### src/rtl/bnn_acc_cfu.sv
// rtl/bnn_acc_cfu.sv - binary neural network XNOR-popcount accumulator custom function unit
package bnn_acc_cfu_pkg;
  typedef enum logic [1:0] {
    CFU_OK        = 2'd0,
    CFU_ERROR_CFU = 2'd1
  } cfu_status_t;
endpackage

module bnn_acc_cfu
  import bnn_acc_cfu_pkg::*;
#(
  parameter int CFU_VERSION    = 100,
  parameter int CFU_CFU_ID_MAX = 1,
  parameter int CFU_CFU_ID_W   = 0,
  parameter int CFU_FUNC_ID_W  = 2,
  parameter int CFU_DATA_W     = 32,
  localparam int CfuW          = (CFU_CFU_ID_W > 0) ? CFU_CFU_ID_W : 1
) (
  input  logic                     clk,
  input  logic                     rst_n,
  input  logic                     req_valid,
  output logic                     req_ready,
  input  logic [CfuW-1:0]          req_cfu,
  input  logic [CFU_FUNC_ID_W-1:0] req_func,
  input  logic [CFU_DATA_W-1:0]    req_data0,
  input  logic [CFU_DATA_W-1:0]    req_data1,
  output logic                     resp_valid,
  input  logic                     resp_ready,
  output cfu_status_t              resp_status,
  output logic [CFU_DATA_W-1:0]    resp_data
);

  if (CFU_VERSION < 100) begin : g_bad_version
    $error("bnn_acc_cfu: unsupported CFU_VERSION");
  end
  if (CFU_FUNC_ID_W < 2) begin : g_bad_func_w
    $error("bnn_acc_cfu: CFU_FUNC_ID_W must be at least 2");
  end
  if (CFU_DATA_W != 32 && CFU_DATA_W != 64) begin : g_bad_data_w
    $error("bnn_acc_cfu: CFU_DATA_W must be 32 or 64");
  end

  typedef enum logic [1:0] {
    IDLE = 2'd0,
    CALC = 2'd1,
    RESP = 2'd2
  } state_t;

  localparam logic [1:0] FN_DOT = 2'd0;
  localparam logic [1:0] FN_MAC = 2'd1;
  localparam logic [1:0] FN_GET = 2'd2;

  state_t                state_q;
  logic [CFU_DATA_W-1:0] x_q;
  logic [CFU_DATA_W-1:0] acc_q;
  logic [CFU_DATA_W-1:0] resp_data_q;
  logic [1:0]            func_q;
  logic                  err_q;
  logic                  resp_valid_q;
  cfu_status_t           resp_status_q;

  logic [CFU_DATA_W-1:0] pop_w;
  logic [CFU_DATA_W-1:0] acc_mac_w;
  logic                  cfu_err_w;
  logic                  unused_func_w;

  always_comb begin
    pop_w = '0;
    for (int i = 0; i < CFU_DATA_W; i++) begin
      pop_w = pop_w + CFU_DATA_W'(x_q[i]);
    end
  end

  assign acc_mac_w     = acc_q + pop_w;
  assign cfu_err_w     = 32'(req_cfu) >= 32'(CFU_CFU_ID_MAX);
  // Only the low two function bits select an operation; the rest are don't-care.
  assign unused_func_w = ^req_func;

  always_ff @(posedge clk or negedge rst_n) begin
    if (!rst_n) begin
      state_q       <= IDLE;
      x_q           <= '0;
      acc_q         <= '0;
      resp_data_q   <= '0;
      func_q        <= '0;
      err_q         <= 1'b0;
      resp_valid_q  <= 1'b0;
      resp_status_q <= CFU_OK;
    end else begin
      case (state_q)
        IDLE: begin
          if (req_valid) begin
            x_q     <= ~(req_data0 ^ req_data1);
            func_q  <= req_func[1:0];
            err_q   <= cfu_err_w;
            state_q <= CALC;
          end
        end
        CALC: begin
          if (err_q) begin
            resp_data_q   <= '0;
            resp_status_q <= CFU_ERROR_CFU;
          end else begin
            resp_status_q <= CFU_OK;
            case (func_q)
              FN_DOT: resp_data_q <= pop_w;
              FN_MAC: begin
                acc_q       <= acc_mac_w;
                resp_data_q <= acc_mac_w;
              end
              FN_GET: resp_data_q <= acc_q;
              default: begin
                resp_data_q <= acc_q;
                acc_q       <= '0;
              end
            endcase
          end
          resp_valid_q <= 1'b1;
          state_q      <= RESP;
        end
        RESP: begin
          if (resp_ready) begin
            resp_valid_q <= 1'b0;
            state_q      <= IDLE;
          end
        end
        default: begin
          resp_valid_q <= 1'b0;
          state_q      <= IDLE;
        end
      endcase
    end
  end

  // Gated by rst_n so the block never advertises readiness while held in reset.
  assign req_ready   = (state_q == IDLE) && rst_n;
  assign resp_valid  = resp_valid_q;
  assign resp_data   = resp_data_q;
  assign resp_status = resp_status_q;

endmodule
### config.mk
export PLATFORM = sky130hd
export DESIGN_NAME = bnn_acc_cfu
export DESIGN_NICKNAME = d
export VERILOG_FILES = /design/src/rtl/bnn_acc_cfu.sv
export SDC_FILE = /design/constraint.sdc
export NUM_CORES = 1
export LEC_CHECK = 0
export ABC_AREA = 1
export CAP_MARGIN = 20
export CORE_MARGIN = 4
export CORE_UTILIZATION = 56
export DETAILED_ROUTE_END_ITERATION = 10
export PLACE_DENSITY = 0.81
export SLEW_MARGIN = 20
export SYNTH_ARGS = -nofsm -noshare
export SYNTH_HDL_FRONTEND = slang
export SYNTH_SLANG_ARGS = --single-unit
### constraint.sdc
create_clock -name clk -period 10.9 [get_ports clk]
set_clock_uncertainty 0.05 [all_clocks]
set_input_delay 2.18 -clock clk [delete_from_list [all_inputs] [get_ports clk]]
set_output_delay 2.18 -clock clk [all_outputs]
set_load 0.05 [all_outputs]
==> flow_metrics.env <==
export IMPL_grt_antenna_before_repair=0
export IMPL_hold_depth=2
export IMPL_area_delta_synth_final_pct=21.7
export IMPL_clk_pin_slew_ns=0.07
export IMPL_setup_viol=0
export IMPL_drtPass1Iterations=8
export IMPL_ys_top_cells_by_area="dfrtp_1 39%, nand2_1 16%, fa_1 7.6%"
export IMPL_worst_pin_slew_ns=0.968
export IMPL_boundaryPins=107
export IMPL_path_max_fanout=4
export IMPL_dr_total_vias=5728
export IMPL_required_ns=11.13
export IMPL_synth_edf_count=0
export IMPL_worst_r2r_path_depth=25
export IMPL_startpoint="x_q[17]"
export IMPL_synth_top_area_share_pct=39.2
export IMPL_via_per_inst=5.28
export IMPL_synthTopCellsByCount="284 x nand2_1, 103 x dfrtp_1, 97 x inv_1, 63 x nand3_1, 50 x o21ai_0"
export IMPL_hold_viol=0
export IMPL_fp_dieH_um=116
export IMPL_fin_crit_sh_pct=57.0
export IMPL_grt_pass1_vias=5404
export IMPL_clockBufferDepth=2
export IMPL_r2r_start="x_q[17]"
export IMPL_critical_path_endpoint="resp_data[10]"
export IMPL_cts_resized=0
export IMPL_drv_slew=0
export IMPL_cts_tree="done"
export IMPL_postSynth_asyncResetShare_pct=100
export IMPL_startpoint_type="register"
export IMPL_slew_headroom_pct=35.2
export IMPL_grt_usage_pct=23.1
export IMPL_rr_endpoint="resp_data[10]"
export IMPL_cts_hold_buf=0
export IMPL_synth_seq_cells=103
export IMPL_final_layout_size_suffix_gt1_share_pct=7.32
export IMPL_antenna_left=0
export IMPL_yosysSeqAreaShare_pct=39.2
export IMPL_synth_ff_type="dfrtp_1"
export IMPL_globalplace_congestion=0.921
export IMPL_syn_cell_area_um2=6580
export IMPL_netlist_cell_type_count=41
export IMPL_insertion_delay_ns=0.35
export IMPL_cts_made_buffers=9
export IMPL_grt_max_degree=67
export IMPL_syn_inst=848
export IMPL_htreeDepth=3
export IMPL_synth_most_common_cell="nand2_1"
export IMPL_timing_max_cap_violations=0
export IMPL_tns_ns=0
export IMPL_fin_nets=1048
export IMPL_syn_num_nets=959
export IMPL_hold_class="register to register"
export IMPL_cts_setup_buffers=0
export IMPL_drc=0
export IMPL_numClockSinks=103
export IMPL_status="finished, final reports clean"
export IMPL_overflow=0
export IMPL_antennaDiodeCount=0
export IMPL_rsz0062_at_grt="false"
export IMPL_die_w_um=116
export IMPL_avgSynthCellArea_um2=7.76
export IMPL_drt_first_iter_violations=363
export IMPL_grt_first_pass_wirelength_um=24700
export IMPL_num_rows=39
export IMPL_period_needed_ns=6.21
export IMPL_critical_path_class="register to register"
export IMPL_arrival_ns=6.45
export IMPL_rrSetupSlack_ns=4.69
export IMPL_synth_warnings=0
export IMPL_dp_hpwl_um=10900
export IMPL_portBuffers=105
export IMPL_yosys_area_top_type="dfrtp_1"
export IMPL_fmax_mhz=161
export IMPL_wl_um=14900
export IMPL_cp_end_kind="register"
export IMPL_clockRootBuffer="clkbuf_16"
export IMPL_initial_utilization_pct=57.4
export IMPL_fp_coreArea_um2=11500
export IMPL_die_area_um2=13500
export IMPL_routedWlPerCell_um=13.7
==> worst max-delay path, stage by stage (launching register included) <==
cell and delay, ns:
dfrtp_1 0.41, fa_1 0.54, inv_1 0.05, fa_1 0.39, inv_1 0.10, fa_1 0.43
fa_1 0.47, fa_1 0.54, inv_1 0.07, fa_1 0.60, inv_1 0.08, ha_1 0.30
nand3_1 0.12, nand2_1 0.10, nand2_1 0.08, a21boi_0 0.34, ha_1 0.33, a21oi_1 0.32
o21ai_0 0.14, nand2_1 0.09, nand2_1 0.11, nand2_1 0.08, nand3_1 0.08, o21ai_0 0.16
nand2_1 0.10, nand2_1 0.07
==> cell families (layout without fill, tap and decap cells) <==
group,Yosys count,count (layout),synth area share [%]
flip-flops,103,103,39.2
AO/OA/AOI/OAI,101,101,8.16
buffers and inverters,143,237,8.94
other,1,1,0.0570
adder cells (fa/ha/maj),40,40,10.5
XOR/XNOR,34,34,4.53
AND/OR/NAND/NOR,426,426,28.7
==> registers in the layout (all words and copies together), names as in the netlist <==
signal       count
resp_data       32
state_q          2
resp_status      1
err_q            1
resp_valid       1
func_q           2
acc_q           32
x_q             32
==> cells in the final DEF (no fill, tap or decap), drive strengths merged <==
master         netlist  layout
o21a                 1       1
o211ai               2       2
clkinv               1       2
buf                 16       2
nor3                 8       8
xor2                33      33
clkbuf              12      10
nand2              296     296
bufinv               0       3
clkdlybuf4s50        0     104
nor2                38      38
fa                  25      25
and2                 2       2
dfrtp              103     103
ha                  15      15
o21ai               87      87
nand4                9       9
inv                114     116
o22ai                1       1
a21o                 1       1
nand3               68      68
a22oi                1       1
a21oi                7       7
nand3b               3       3
conb                 1       1
xnor2                1       1
a21boi               1       1
nor3b                1       1
or2                  1       1
==> layout make-up <==
| cell class | count | area, µm² |
|---|---|---|
| fillers | 925 | 3460 |
| flip-flops and latches | 103 | 2580 |
| multi-input cells | 602 | 3420 |
| clock buffers | 10 | 229 |
| repair buffers | 106 | 1060 |
| clock inverters | 6 | 116 |
| inverters | 115 | 432 |
| well taps | 143 | 179 |
==> how the worst min path moves through the flow <==
stage,start,endpoint,slack (ns)
after floorplan,x_q[0],x_q[0],0.40
after global placement,resp_data[18],resp_data[18],0.41
after detailed placement,resp_data[7],resp_data[7],0.41
after CTS,resp_data[19],resp_data[19],0.43
after global routing,resp_data[31],resp_data[31],0.46
final,resp_data[11],resp_data[11],0.43
==> per-layer routing <==
layer	up-vias	wire length [µm]	GRT usage [%]
met5	-	0	0
met4	0	455	9.28
met3	39	923	4.97
met2	187	7290	39.8
met1	2672	6230	28.4
li1	2830	-	-
==> per-stage QoR <==
step | hold slack, ns | cells | util (%) | area [µm²] | setup slack [ns]
after floorplan | 0.403 | 848 | - | 6580 | 5.30
after global placement | 0.411 | 1069 | 66.8 | 7660 | 4.83
after detailed placement | 0.414 | 1069 | 66.8 | 7660 | 4.77
after CTS | 0.433 | 1085 | 69.8 | 8010 | 4.66
after global routing | 0.456 | 1085 | 69.8 | 8010 | 4.32
final | 0.429 | 1085 | 69.8 | 8010 | 4.69
Power is not shown: default switching activity piles up to over one toggle a cycle in this logic, so the estimate is an artifact.
